==> src/rtl/backplane_bus_scheduler_pkg.sv <==
// Shared definitions for backplane bus sharing: word width, dwell defaults,
// driver timing constants, scheduler FSM encoding and a one-hot helper.
package backplane_pkg;

  localparam int STATE_W           = 7;
  localparam int DRV_SETTLE_CYCLES = 8;
  localparam int DRV_ENABLE_CYCLES = 32;
  localparam int DWELL_CYCLES_DEF  = 48;

  typedef enum logic [1:0] {
    IDLE  = 2'd0,
    DWELL = 2'd1,
    DONE  = 2'd2
  } schedState_t;

  // Supports up to 8 requesters; callers truncate to their own width.
  function automatic logic [7:0] onehot(input logic [2:0] idx);
    onehot = 8'd1 << idx;
  endfunction

endpackage

==> src/rtl/backplane_bus_scheduler_rr_arbiter.sv <==
// Combinational round-robin search: first set request at or above ptr,
// wrapping modulo NUM_REQ.
module rr_arbiter #(
  parameter int NUM_REQ = 4,
  parameter int IDX_W   = $clog2(NUM_REQ)
) (
  input  logic [NUM_REQ-1:0] req,
  input  logic [IDX_W-1:0]   ptr,
  output logic [IDX_W-1:0]   winner,
  output logic               valid
);

  // Walk offsets from farthest to nearest so the nearest set bit wins.
  always_comb begin
    valid  = 1'b0;
    winner = '0;
    for (int k = NUM_REQ - 1; k >= 0; k--) begin
      if (req[(int'(ptr) + k) % NUM_REQ]) begin
        valid  = 1'b1;
        winner = IDX_W'((int'(ptr) + k) % NUM_REQ);
      end
    end
  end

endmodule

==> src/rtl/backplane_bus_scheduler.sv <==
// Round-robin owner of the backplane state bus: latches the winner's word,
// holds it for a dwell window until the driver's enable pulse has ended, then acks.
module backplane_bus_scheduler
  import backplane_pkg::*;
#(
  parameter int NUM_REQ      = 4,
  parameter int STATE_W      = backplane_pkg::STATE_W,
  parameter int DWELL_CYCLES = backplane_pkg::DWELL_CYCLES_DEF
) (
  input  logic                       clk,
  input  logic                       reset,
  input  logic [NUM_REQ-1:0]         req,
  input  logic [NUM_REQ*STATE_W-1:0] req_state,
  input  logic                       drv_enable,
  output logic [STATE_W-1:0]         bus_state,
  output logic [NUM_REQ-1:0]         grant,
  output logic [NUM_REQ-1:0]         ack,
  output logic                       busy,
  output logic                       no_enable_err
);

  localparam int IDX_W = $clog2(NUM_REQ);
  localparam logic [7:0] CNT_LAST = 8'(DWELL_CYCLES - 1);

  schedState_t stateReg, stateNext;
  logic [STATE_W-1:0] busStateReg, busStateNext;
  logic [NUM_REQ-1:0] grantReg, grantNext;
  logic [IDX_W-1:0]   winReg, winNext;
  logic [IDX_W-1:0]   rrPtrReg, rrPtrNext;
  logic [7:0]         cntReg, cntNext;
  logic               seenReg, seenNext;
  logic               errReg, errNext;

  logic [IDX_W-1:0]   arbWinner;
  logic               arbValid;
  logic [STATE_W-1:0] words [NUM_REQ];

  for (genvar gi = 0; gi < NUM_REQ; gi++) begin : gUnpack
    assign words[gi] = req_state[gi*STATE_W +: STATE_W];
  end

  rr_arbiter #(.NUM_REQ(NUM_REQ), .IDX_W(IDX_W)) uArb (
    .req    (req),
    .ptr    (rrPtrReg),
    .winner (arbWinner),
    .valid  (arbValid)
  );

  always_comb begin
    stateNext    = stateReg;
    busStateNext = busStateReg;
    grantNext    = grantReg;
    winNext      = winReg;
    rrPtrNext    = rrPtrReg;
    cntNext      = cntReg;
    seenNext     = seenReg;
    errNext      = errReg;
    case (stateReg)
      IDLE: begin
        if (arbValid) begin
          grantNext = NUM_REQ'(onehot(3'(arbWinner)));
          winNext   = arbWinner;
          // A word equal to what the bus already holds produces no driver pulse.
          if (words[arbWinner] != busStateReg) begin
            busStateNext = words[arbWinner];
            cntNext      = '0;
            seenNext     = 1'b0;
            stateNext    = DWELL;
          end else begin
            stateNext = DONE;
          end
        end
      end
      DWELL: begin
        if (cntReg != CNT_LAST) cntNext = cntReg + 8'd1;
        if (drv_enable) seenNext = 1'b1;
        if (cntReg == CNT_LAST && !drv_enable) begin
          stateNext = DONE;
          if (!seenReg) errNext = 1'b1;
        end
      end
      DONE: begin
        grantNext = '0;
        rrPtrNext = (int'(winReg) == NUM_REQ - 1) ? '0 : winReg + IDX_W'(1);
        stateNext = IDLE;
      end
      default: stateNext = IDLE;
    endcase
  end

  always_ff @(posedge clk) begin
    if (reset) begin
      stateReg    <= IDLE;
      busStateReg <= '0;
      grantReg    <= '0;
      winReg      <= '0;
      rrPtrReg    <= '0;
      cntReg      <= '0;
      seenReg     <= 1'b0;
      errReg      <= 1'b0;
    end else begin
      stateReg    <= stateNext;
      busStateReg <= busStateNext;
      grantReg    <= grantNext;
      winReg      <= winNext;
      rrPtrReg    <= rrPtrNext;
      cntReg      <= cntNext;
      seenReg     <= seenNext;
      errReg      <= errNext;
    end
  end

  assign bus_state     = busStateReg;
  assign grant         = grantReg;
  assign ack           = (stateReg == DONE) ? grantReg : '0;
  assign busy          = (stateReg != IDLE);
  assign no_enable_err = errReg;

endmodule

==> config.mk <==
export PLATFORM = sky130hd
export DESIGN_NAME = backplane_bus_scheduler
export DESIGN_NICKNAME = d
export VERILOG_FILES = /design/src/rtl/backplane_bus_scheduler_pkg.sv /design/src/rtl/backplane_bus_scheduler_rr_arbiter.sv /design/src/rtl/backplane_bus_scheduler.sv
export SDC_FILE = /design/constraint.sdc
export NUM_CORES = 1
export LEC_CHECK = 0
export ABC_CLOCK_PERIOD_IN_PS = 4200
export CORE_UTILIZATION = 48
export DETAILED_ROUTE_END_ITERATION = 12
export GPL_ROUTABILITY_DRIVEN = 0
export MAX_ROUTING_LAYER = met4
export PLACE_DENSITY = 0.84
export SYNTH_ARGS = -nofsm -noshare
export SYNTH_HDL_FRONTEND = slang
export SYNTH_HIERARCHICAL = 1
export SYNTH_SLANG_ARGS = --single-unit
export TNS_END_PERCENT = 1
==> constraint.sdc <==
create_clock -name clk -period 4.2 [get_ports clk]
set_input_delay 0.63 -clock clk [delete_from_list [all_inputs] [get_ports clk]]
set_output_delay 0.63 -clock clk [all_outputs]
set_load 0.01 [all_outputs]
Word level (Yosys, flattened, before mapping)
Cells that the tools add are included.
- $add $sub $neg: 5
- $lt $le $gt $ge: 5
- eq/ne operators: 11
- shifts and indexed selects: 1
- muxes and demuxes: 38
- bitwise operators: 5
- reductions and logical operators: 16
- operator list (operator ; count):
    $mux W8 ; 3
    $mux W2 ; 8
    $pmux W8 S2 ; 1
    $bmux W7 S2 ; 1
    $mux W1 ; 14
    $mux W7 ; 2
    $lt A3 B4 Y1 const B ; 3
    $ne A2 B2 Y1 const B ; 5
    $add A8 B1 Y8 const B ; 1
    $bmux W1 S2 ; 4
    $eq A8 B6 Y1 const B ; 1
    $mux W4 ; 2
    $ne A8 B6 Y1 const B ; 1
    $pmux W4 S2 ; 1
    $reduce_and A4 Y1 ; 2
    $ne A7 B7 Y1 ; 1
    $reduce_and A2 Y1 ; 3
    $reduce_and A3 Y1 ; 2
    $reduce_bool A2 Y1 ; 3
    $reduce_or A2 Y1 ; 3
    $add A2 B1 Y2 const B ; 2
    $add A2 B2 Y2 const B ; 2
    $eq A2 B1 Y1 const B ; 2
    $pmux W2 S2 ; 1
    other kinds (11) ; 13
- register bits after elaboration: 27
- input bits: 35
- logic and storage cells: 89

Depth between registers and ports, before layout
Gate-level depths: netlist of the first run.
- word-level depth: 18
- depth in mapped cells: 11
- depth with buffers taken out: 9

Hierarchy
The synthesis of the first run kept the hierarchy.
- by module, submodules not included (module ; times used ; cells an instance ; area an instance (um2) ; seq. area each (um2)):
    backplane_bus_scheduler ; 1 ; 158 ; 1416.4 ; 540.5
    rr_arbiter ; 1 ; 13 ; 77.6 ; 0.0

Least setup slack after synthesis of the first run
OpenSTA, ideal clock, no wires.
- path kind: input to register
- start: input port req[3]
- end: register busStateReg[2] (netlist: bus_state[2])
- library setup time: 128 ps
- arrival: 2620 ps
- required time: 4072 ps
- setup slack: 1452 ps
- stages: 10
- path through: mux2i_1 -> a211oi_2 -> buf_6 -> mux4_2 -> xnor2_1 -> nand4_1 -> o21ai_2 -> buf_6 -> mux2i_1 -> nor2_1
- longest elaborated chain between the ends: 13
- elaborated cells on any way between the ends: 25
- RTL lines (what ; line ; source):
    start, declared ; backplane_bus_scheduler.sv:12 ; input logic [NUM_REQ-1:0] req,
    $bmux W1 S2 ; backplane_bus_scheduler_rr_arbiter.sv:18 ; if (req[(int'(ptr) + k) % NUM_REQ]) begin
    $mux W1 (implied by the code) (2 in a row) ; backplane_bus_scheduler_rr_arbiter.sv:18 ;
    $mux W2 (3 in a row) ; backplane_bus_scheduler_rr_arbiter.sv:18 ;
    $mux W2 * ; backplane_bus_scheduler_rr_arbiter.sv:18 ;
    via arbWinner[0] ; backplane_bus_scheduler.sv:34 ; logic [IDX_W-1:0] arbWinner;
    $not A2 Y3 (implied by the code) * ; backplane_bus_scheduler.sv:64, backplane_bus_scheduler.sv:65 ;
    $bmux W7 S2 * ; backplane_bus_scheduler.sv:64, backplane_bus_scheduler.sv:65 ;
    $mux W7 (implied by the code) * (2 in a row) ; backplane_bus_scheduler.sv:64, backplane_bus_scheduler.sv:65 ;
    $ne A7 B7 Y1 ; backplane_bus_scheduler.sv:64 ; if (words[arbWinner] != busStateReg) begin
    $reduce_and A3 Y1 (no source line) ; n/a ;
    end signal, assigned ; backplane_bus_scheduler.sv:103 ; busStateReg <= busStateNext;
    end, declared ; backplane_bus_scheduler.sv:26 ; logic [STATE_W-1:0] busStateReg, busStateNext;
The timed path passes the listed nets; every way through them passes the cells marked *. The select of a mux whose other input is x is not followed.
A chain may end at the register's enable or synchronous reset.

Worst setup path after layout of the first run
- start: input port req[1]
- end: register cntReg[4]
- longest elaborated chain between the ends: 14
- elaborated cells on any way between the ends: 27
- RTL lines (what ; line ; source):
    $bmux W1 S2 ; backplane_bus_scheduler_rr_arbiter.sv:18 ;
    $mux W1 (implied by the code) (2 in a row) ; backplane_bus_scheduler_rr_arbiter.sv:18 ;
    $mux W2 (3 in a row) ; backplane_bus_scheduler_rr_arbiter.sv:18 ;
    $mux W2 * ; backplane_bus_scheduler_rr_arbiter.sv:18 ;
    via arbWinner[1] ; backplane_bus_scheduler.sv:34 ;
    $not A2 Y3 (implied by the code) * ; backplane_bus_scheduler.sv:64 ;
    $bmux W7 S2 * ; backplane_bus_scheduler.sv:64 ;
    $mux W7 (implied by the code) * (2 in a row) ; backplane_bus_scheduler.sv:64 ;
    $ne A7 B7 Y1 * ; backplane_bus_scheduler.sv:64 ;
    $ne A2 B2 Y1 (no source line) * ; n/a ;
    $reduce_and A4 Y1 (no source line) * ; n/a ;
    end signal, assigned ; backplane_bus_scheduler.sv:107 ; cntReg <= cntNext;
    end, declared ; backplane_bus_scheduler.sv:30 ; logic [7:0] cntReg, cntNext;
Marked as above.

==> results.cfg, run 1 <==
[status]
outcome = finished clean

[pwr]
p_leak_nw = 0.7272
finalPower_mw = 0.5438
peakVddDrop_mv = 0.1623
power_density_nw_per_um2 = 267.6

[yosys]
synthSimpleGateAreaFrac_pct = 26.80
seq_area_frac_synth_pct = 36.18
yosys_warnings = 6
netlist_top_cells_count = 27 x dfxtp_1, 18 x nor2_1, 17 x nand2_1
ys.flop_type = dfxtp_1
synth_top_family_by_area = simple AND/OR/NAND/NOR gates
synth_nets = 208
netlist_top_cells_area = dfxtp_1 36%, mux4_2 11%, nand3_1 5.0%
synth_fa_ha_area_share_pct = 1.675
syn_area_um2 = 1494
ys_async_sr_fraction_pct = 0
synth_edf_count = 0
synth_xor_xnor_area_share_pct = 4.690
yosysUniqueCellTypes = 33
synth_area_per_cell_um2 = 8.736
yosysMostFrequentCell = dfxtp_1
synthMuxAreaShare_pct = 15.24
yosys.area.top_type_share_pct = 36.18
syn_inst = 171
ys_ff_latch = 27
synth-compound-area-share_pct = 11.14
yosysTopAreaCell = dfxtp_1

[hold_path]
hold_depth = 2
holdCritPathClass = flop to flop
holdPathEnd = winReg[1]$_SDFFE_PP0P_
hold_start = winReg[1]$_SDFFE_PP0P_

[worst_setup_path]
regToRegEndpoint = cntReg[4]$_SDFFE_PP0P_
start_kind = input pin
crit_required_ns = 4.44
critPathCaptureType = flop
path_class = input pin to flop
crit_arrival_ns = 3.75
r2r_slack_ns = 1.04
rr_worst_depth = 9
crit_fanout = 12
crit-reg2reg-launch = rrPtrReg[0]$_SDFFE_PP0P_

[timing]
setup_viol = 0
rsz0062_at_grt = no
fin_crit_ns = 3.507
worst_pin_slew_ns = 0.8516
relSlewSlack_pct = 43.05
finClkSkew_ns = 0.008720
hold_viol = 0
fmax_mhz = 285.1
finalSetupTns_ns = 0
slew_violations = 0
finalCritPeriodShare_pct = 83.51

[global_route]
grt_max_degree = 25
track_usage_pct = 23.98
grt_pass1_wl_um = 6058
grt_overflow = 0
first_global_vias = 1496
antenna_found_initial = 0

[floorplanning]
fp.coreArea_um2 = 2853
ioPinCount = 52
start_util_pct = 52.37
dieArea_um2 = 3340
die_h_um = 57.79
num_rows = 19
die-width_um = 57.79

[route]
drc = 0
drt_iter0_drc = 70
wl_met1_um = 1433
wire_per_inst_um = 14.32
vias_per_cell = 5.836
ant_nets = 0
firstDrtPassIters = 5
wl_met3_um = 191
top_layer = met4
via_count = 1459
routed_wl_um = 3579
wl_met2_um = 1912

[clocking]
cts_num_sinks = 27
cts_tree = yes
cts-root-buf = clkbuf_4
h-tree-depth = 1
clk_latency_ns = 0.31
cts.clk_slew.worst_paths_ns = 0.15
numCtsBuffers = 3
post_cts_buffers = 0
clk_path_buf_depth = 2
cts.repair.resized = 0
hold_buffers = 0

[finish]
area_growth_pct = 36.01
final_cells = 250
drive_above_1_share_pct = 7.306
finish.net_count = 257
antenna_cells = 0

[placement]
hpwl_um = 2819
dp_cells = 246
io_buffer_count = 51

[flow_run]
drv_cap = 0
worst max-delay path, stage by stage:
cell             delay (ns)
clkdlybuf4s50_1        0.44
nor3b_1                0.22
a211oi_1               0.07
nor2_1                 0.64
mux4_2                 0.43
xnor2_1                0.16
nand4_1                0.16
o21ai_2                0.55
nand2b_1               0.21
o31ai_1                0.22
logic make-up after synthesis:
kind of cell             count (synthesis)
flip-flops                              27
adder cells (fa/ha/maj)                  2
buffers and inverters                   13
AO/OA/AOI/OAI                           27
XOR/XNOR                                 8
multiplexers                            14
AND/OR/NAND/NOR                         80
state kept, by name, summed over array words and instances, names as in the netlist:
name	count
grant	4
cntReg	8
no_enable_err	1
seenReg	1
stateReg	2
rrPtrReg	2
winReg	2
bus_state	7
per-layer routing:
| metal | vias up | track usage [%] |
|---|---|---|
| li1 | 709 | - |
| met5 | - | - |
| met4 | 0 | 7.483 |
| met1 | 699 | 23.73 |
| met3 | 4 | 5.580 |
| met2 | 47 | 46.01 |
placed cells by master (no fill, tap or decap), drive strengths merged:
cell type	count
nor2b	3
buf	1
a31o	1
inv	5
a211oi	2
nand4	2
ha	2
nand3	15
nor2	18
or4	2
nand3b	5
nor3	3
mux4	7
nand2	17
o21a	1
nand2b	4
o21ai	3
a31oi	3
a21oi	14
dfxtp	27
and3	1
o31ai	2
and2	5
clkbuf	4
xnor2	8
nor4	2
a22oi	1
mux2i	7
clkdlybuf4s50	51
nor3b	1
or2	2
where the power goes:
group          internal, mW  leakage [nW]  total (mW)  switching [mW]
logic                0.0865         0.492       0.151          0.0647
registers             0.269         0.220       0.282          0.0127
clock network        0.0370        0.0150       0.110          0.0734
cell type report:
cell class / count / area (um^2)
Multi-Input combinational cell: 131 / 889.6
Clock buffer: 4 / 26.28
Fill cell: 222 / 820.8
Sequential cell: 27 / 540.5
Tap cell: 31 / 38.79
Timing Repair Buffer: 52 / 518.0
Inverter: 5 / 18.77
through the flow:
| stage | hold slack, ns | util (%) | setup slack, ns | cell area [um^2] |
|---|---|---|---|---|
| after floorplan | 0.4367 | - | 1.452 | 1494 |
| after global placement | 0.4516 | 70.31 | 0.5212 | 2006 |
| after detailed placement | 0.4588 | 70.31 | 0.4020 | 2006 |
| after CTS | 0.4774 | 71.23 | 0.7315 | 2032 |
| after global routing | 0.5040 | 71.23 | 0.4307 | 2032 |
| final | 0.4788 | 71.23 | 0.6928 | 2032 |
worst max path at each step:
stage | slack [ns] | end | startpoint
after floorplan | 1.45 | bus_state[2]$_SDFFE_PP0P_ | req[3]
after global placement | 0.52 | cntReg[6]$_SDFFE_PP0P_ | req[1]
after detailed placement | 0.40 | cntReg[4]$_SDFFE_PP0P_ | req[1]
after CTS | 0.73 | cntReg[4]$_SDFFE_PP0P_ | req[1]
after global routing | 0.43 | cntReg[4]$_SDFFE_PP0P_ | req[1]
final | 0.69 | cntReg[4]$_SDFFE_PP0P_ | req[1]
Power figures use the tool's default switching activity.
==> run 2, diff against run 1 <==
--- a/config.mk
+++ b/config.mk
@@ -5,12 +5,12 @@
 export SDC_FILE = /design/constraint.sdc
 export NUM_CORES = 1
 export LEC_CHECK = 0
-export ABC_CLOCK_PERIOD_IN_PS = 4200
-export CORE_UTILIZATION = 48
+export ABC_CLOCK_PERIOD_IN_PS = 2900
+export CORE_UTILIZATION = 40
 export DETAILED_ROUTE_END_ITERATION = 12
 export GPL_ROUTABILITY_DRIVEN = 0
 export MAX_ROUTING_LAYER = met4
-export PLACE_DENSITY = 0.84
+export PLACE_DENSITY = 0.75
 export SYNTH_ARGS = -nofsm -noshare
 export SYNTH_HDL_FRONTEND = slang
 export SYNTH_HIERARCHICAL = 1
==> constraint.sdc (replaced) <==
create_clock -name clk -period 2.9 [get_ports clk]
set_input_delay 0.435 -clock clk [delete_from_list [all_inputs] [get_ports clk]]
set_output_delay 0.435 -clock clk [all_outputs]
set_load 0.01 [all_outputs]
==> run 2 against run 1 <==
Effect of this change: first-iteration DRC count rose by 5.7%; core utilization fell by 8.3 points; cell count rose by 10%; flip-flop and latch count did not move; sequential share of layout area fell by 1.8 points; register-to-register slack got worse by 0.71 ns; highest routed layer unchanged; design area rose by 7.3%; power rose by 59%; clock skew fell by 0.0055 ns; largest power group unchanged; worst setup slack got worse by 0.50 ns; global-route usage fell by 5.2 points; combinational power rose by 61%.
==> results.cfg, run 2 (synthesized netlist as in run 1, its figures left out) <==
[floorplanning]
start_util_pct = 43.07
dieArea_um2 = 3984
die-width_um = 63.12
die_h_um = 63.12
fp.coreArea_um2 = 3468
ioPinCount = 52
num_rows = 21

[status]
outcome = finished clean

[pwr]
peakVddDrop_mv = 0.2677
p_leak_nw = 0.8038
power_density_nw_per_um2 = 395.6

[worst_setup_path]
critPathTopFamily = buffers and inverters
start_kind = input pin
r2r_slack_ns = 0.33
crit_arrival_ns = 2.87
worstPathCellList = clkdlybuf4s50_1 > nand2_1 > nor2_1 > a211oi_2 > buf_6 > mux4_2 > xnor2_2 > nand4_1 > o21ai_2 > buf_4 > mux2i_1 > nor2_1
crit_fanout = 8
regToRegEndpoint = bus_state[5]$_SDFFE_PP0P_
critPathCaptureType = flop
critical_path.slowest_cell = mux4_2
crit-reg2reg-launch = rrPtrReg[1]$_SDFFE_PP0P_
rr_worst_depth = 11
path_buf_inv = 3
path_class = input pin to flop
cpPeakStageDelay_ns = 0.55
critPathMostFrequentCell = nor2_1
crit_required_ns = 3.06

[route]
wl_met2_um = 1790
wl_met1_um = 1462
drc = 0
wire_per_inst_um = 12.62
firstDrtPassIters = 4
top_layer = met4
wl_met3_um = 193
via_count = 1415
routed_wl_um = 3470
drt_iter0_drc = 74
vias_per_cell = 5.145
ant_nets = 0

[timing]
relSlewSlack_pct = 57.55
fmax_mhz = 369.3
slew_violations = 0
hold_viol = 0
finalCritPeriodShare_pct = 93.38
timing.hold.ws_ns = 0.4786
setup_viol = 0
fin_crit_ns = 2.708
finClkSkew_ns = 0.003179
finalSetupTns_ns = 0
worst_pin_slew_ns = 0.6355

[clocking]
post_cts_buffers = 0
h-tree-depth = 1
cts-root-buf = clkbuf_8
cts.clk_slew.worst_paths_ns = 0.09
cts_num_sinks = 27
clk_path_buf_depth = 2
cts.repair.resized = 0
cts_tree = yes
clk_latency_ns = 0.27
numCtsBuffers = 3
hold_buffers = 0

[finish]
final_cells = 275
final_cell_mix = 50 x clkdlybuf4s50_1, 27 x dfxtp_1, 18 x nor2_1, 17 x nand2_1, 15 x nand3_1
largest_reg_flops = 8
drive_above_1_share_pct = 13.54
final_common_cell = clkdlybuf4s50_1
finish.net_count = 267
area_growth_pct = 45.98
largest_register = cntReg
antenna_cells = 0

[global_route]
antenna_found_initial = 0
first_global_vias = 1304
grt_max_degree = 24
grt_pass1_wl_um = 5768
track_usage_pct = 18.79
grt_overflow = 0

[placement]
dp_cells = 271
io_buffer_count = 51
hpwl_um = 2722

[hold_path]
holdCritPathClass = flop to flop
holdPathEnd = winReg[1]$_SDFFE_PP0P_
hold_start = winReg[1]$_SDFFE_PP0P_
hold_depth = 2

[flow_run]
drv_cap = 0
==> run 2: worst max-delay path by stage <==
stage                       from                        end  slack, ns  cells past startpoint
after floorplan           req[3]  bus_state[2]$_SDFFE_PP0P_       0.35                     10
after global placement    req[3]  bus_state[2]$_SDFFE_PP0P_      -0.16                     11
after detailed placement  req[3]  bus_state[2]$_SDFFE_PP0P_      -0.24                     11
after CTS                 req[3]     cntReg[5]$_SDFFE_PP0P_       0.04                     11
after global routing      req[2]  bus_state[6]$_SDFFE_PP0P_     -0.007                     12
final                     req[2]  bus_state[5]$_SDFFE_PP0P_       0.19                     12
==> run 2: worst reg2reg max path, delay by kind of cell, from the launching register on <==
kind / cells / cell delay (ns)
flops: 1 / 0.43
buf+inv: 2 / 0.36
compound gates: 3 / 0.45
xor+xnor: 1 / 0.14
mux: 2 / 0.73
simple gates: 3 / 0.33
==> run 2: metal layers <==
| metal | vias to the layer above | GRT usage (%) |
|---|---|---|
| met5 | - | - |
| met3 | 2 | 4.529 |
| met4 | 0 | 4.360 |
| li1 | 722 | - |
| met1 | 646 | 20.95 |
| met2 | 45 | 33.47 |
==> run 2: final cells by class <==
type | count | area, um^2
Fill cell | 321 | 1287
Timing Repair Buffer | 62 | 603.1
Sequential cell | 27 | 540.5
Clock buffer | 4 | 45.04
Tap cell | 46 | 57.56
Multi-Input combinational cell | 131 | 915.9
Inverter | 5 | 18.77
==> run 2: through the flow <==
stage / utilization (%) / worst slack, ns / area [um^2] / power, mW
2_1_floorplan: - / 0.3470 / 1494 / 0.5401
3_3_place_gp: 60.53 / -0.1598 / 2100 / 0.6513
3_5_place_dp: 60.53 / -0.2406 / 2100 / 0.6536
4_1_cts: 61.83 / 0.04062 / 2145 / 0.8620
5_1_grt: 62.88 / -0.007079 / 2181 / 0.9047
6_report: 62.88 / 0.1919 / 2181 / 0.8627
==> run 2: where the power goes <==
group	leakage, nW	internal [mW]	switching (mW)
registers	0.220	0.390	0.0187
clock network	0.0228	0.0984	0.113
logic	0.561	0.145	0.0980
total	0.804	0.633	0.230
==> run 3, diff against run 2 <==
--- a/config.mk
+++ b/config.mk
@@ -5,12 +5,12 @@
 export SDC_FILE = /design/constraint.sdc
 export NUM_CORES = 1
 export LEC_CHECK = 0
-export ABC_CLOCK_PERIOD_IN_PS = 2900
-export CORE_UTILIZATION = 40
+export ABC_CLOCK_PERIOD_IN_PS = 3500
+export CORE_UTILIZATION = 48
 export DETAILED_ROUTE_END_ITERATION = 12
 export GPL_ROUTABILITY_DRIVEN = 0
 export MAX_ROUTING_LAYER = met4
-export PLACE_DENSITY = 0.75
+export PLACE_DENSITY = 0.84
 export SYNTH_ARGS = -nofsm -noshare
 export SYNTH_HDL_FRONTEND = slang
 export SYNTH_HIERARCHICAL = 1
==> constraint.sdc (replaced) <==
create_clock -name clk -period 3.5 [get_ports clk]
set_input_delay 0.525 -clock clk [delete_from_list [all_inputs] [get_ports clk]]
set_output_delay 0.525 -clock clk [all_outputs]
set_load 0.01 [all_outputs]
==> run 3 against run 2 <==
Effect of this change: sequential share of layout area increased by 1.5 points; register-to-register slack better by 0.32 ns; combinational power decreased by 23%; clock skew hardly changed; via count up 1.6%; sequential power is 17% lower; first-iteration DRC count decreased by 6.8%; global-route usage grew 4.5 points; critical path depth is 1 lower; largest power group unchanged; design area is 5.7% lower.
==> results.cfg, run 3 (synthesized netlist as in run 1, its figures left out) <==
[placement]
io_buffer_count = 51
dp_cells = 249
place_area_um2 = 2028
pre_cts_ws_ns = 0.05608
hpwl_um = 2711

[timing]
rsz0062_at_grt = no
worst_pin_slew_ns = 0.8539
hold_viol = 0
finalSetupTns_ns = 0
slew_violations = 0
fin_crit_ns = 3.086
setup_viol = 0
fmax_mhz = 324.0
timing.hold.ws_ns = 0.4797
finalCritPeriodShare_pct = 88.18
relSlewSlack_pct = 42.86
finClkSkew_ns = 0.002735
setup_ws_ns = 0.4137

[hold_path]
hold_start = winReg[1]$_SDFFE_PP0P_
hold_depth = 2
holdPathEnd = winReg[1]$_SDFFE_PP0P_
holdCritPathClass = flop to flop

[finish]
drive_above_1_share_pct = 9.009
final_cell_mix = 51 x clkdlybuf4s50_1, 27 x dfxtp_1, 18 x nor2_1, 17 x nand2_1, 15 x nand3_1
seqCellArea_um2 = 540.5
final_cells = 253
fillers = 213
finish.utilization_pct = 72.06
finish.net_count = 260
largest_reg_flops = 8
final_common_cell = clkdlybuf4s50_1
design_area_um2 = 2056
multi_input_area_um2 = 889.6
area_growth_pct = 37.60
antenna_cells = 0
largest_register = cntReg

[clocking]
cts-root-buf = clkbuf_4
cts.clk_slew.worst_paths_ns = 0.15
hold_buffers = 0
clk_latency_ns = 0.33
cts_tree = yes
numCtsBuffers = 3
cts.repair.resized = 0
post_cts_buffers = 0
cts_num_sinks = 27
h-tree-depth = 1
clk_path_buf_depth = 2

[route]
drt_iter0_drc = 69
vias_per_cell = 5.684
ant_nets = 0
via_count = 1438
firstDrtPassIters = 5
drc = 0
routed_wl_um = 3493
wire_per_inst_um = 13.81

[floorplanning]
die-width_um = 57.79
dieArea_um2 = 3340
start_util_pct = 52.37
fp.coreArea_um2 = 2853
ioPinCount = 52
num_rows = 19
die_h_um = 57.79

[pwr]
finalPower_mw = 0.6617
peakVddDrop_mv = 0.1770
power_density_nw_per_um2 = 321.9
p_leak_nw = 0.7446

[global_route]
use_met1_pct = 27.34
antenna_found_initial = 0
met2_usage_pct = 41.36
grt_max_degree = 25
busiest_layer = met2
first_global_vias = 1418
grt_overflow = 0
track_usage_pct = 23.32
grt_pass1_wl_um = 5878
grtUsageMet3_pct = 2.902

[worst_setup_path]
crit_arrival_ns = 3.34
critical_path.slowest_cell = nor2_1
crit-reg2reg-launch = rrPtrReg[0]$_SDFFE_PP0P_
start_kind = input pin
critPathCaptureType = flop
rr_worst_depth = 10
path_class = input pin to flop
critPathTopFamily = simple AND/OR/NAND/NOR gates
crit_fanout = 12
cp.depth = 11
worstPathCellList = clkdlybuf4s50_1 > nor3b_1 > a211oi_1 > nor2_1 > mux4_2 > xnor2_1 > nand4_1 > o21ai_2 > buf_4 > nand2b_1 > o31ai_1
crit_required_ns = 3.76
r2r_slack_ns = 0.65
cpPeakStageDelay_ns = 0.66
path_buf_inv = 2
regToRegEndpoint = cntReg[4]$_SDFFE_PP0P_

[status]
outcome = finished clean

[flow_run]
drv_cap = 0
-- run 3: worst register-to-register path, cell delays in order (launching register included) --
cell	delay, ns
dfxtp_1	0.42
nor3b_1	0.22
a211oi_1	0.07
nor2_1	0.66
mux4_2	0.44
xnor2_1	0.16
nand4_1	0.15
o21ai_2	0.18
buf_4	0.16
nand2b_1	0.11
o31ai_1	0.20
-- run 3: where the power goes --
part / switching, mW / internal (mW) / leakage [nW]
registers: 0.0152 / 0.323 / 0.220
logic: 0.0776 / 0.108 / 0.507
clock network: 0.0948 / 0.0430 / 0.0177
-- run 3: how the worst max path moves through the flow --
stage                start                        end  slack, ns
global route        req[1]     cntReg[4]$_SDFFE_PP0P_       0.20
floorplan           req[3]  bus_state[2]$_SDFFE_PP0P_       0.86
detailed placement  req[1]     cntReg[4]$_SDFFE_PP0P_       0.06
global placement    req[1]  bus_state[3]$_SDFFE_PP0P_       0.23
CTS                 req[1]     cntReg[4]$_SDFFE_PP0P_       0.41
finish              req[1]     cntReg[4]$_SDFFE_PP0P_       0.41
-- run 3: final cells by class --
cell class              instances  area share (%)
well taps                      31           1.887
clock inverters                 1          0.2435
multi-input cells             131           43.27
flip-flops and latches         27           26.29
repair buffers                 55           26.29
clock buffers                   3           1.096
inverters                       5          0.9130
-- run 3: layer usage --
metal / up-vias / wire length [um]
li1: 711 / -
met1: 663 / 1500
met2: 60 / 1777
met3: 4 / 178
met4: 0 / 37
met5: - / 0
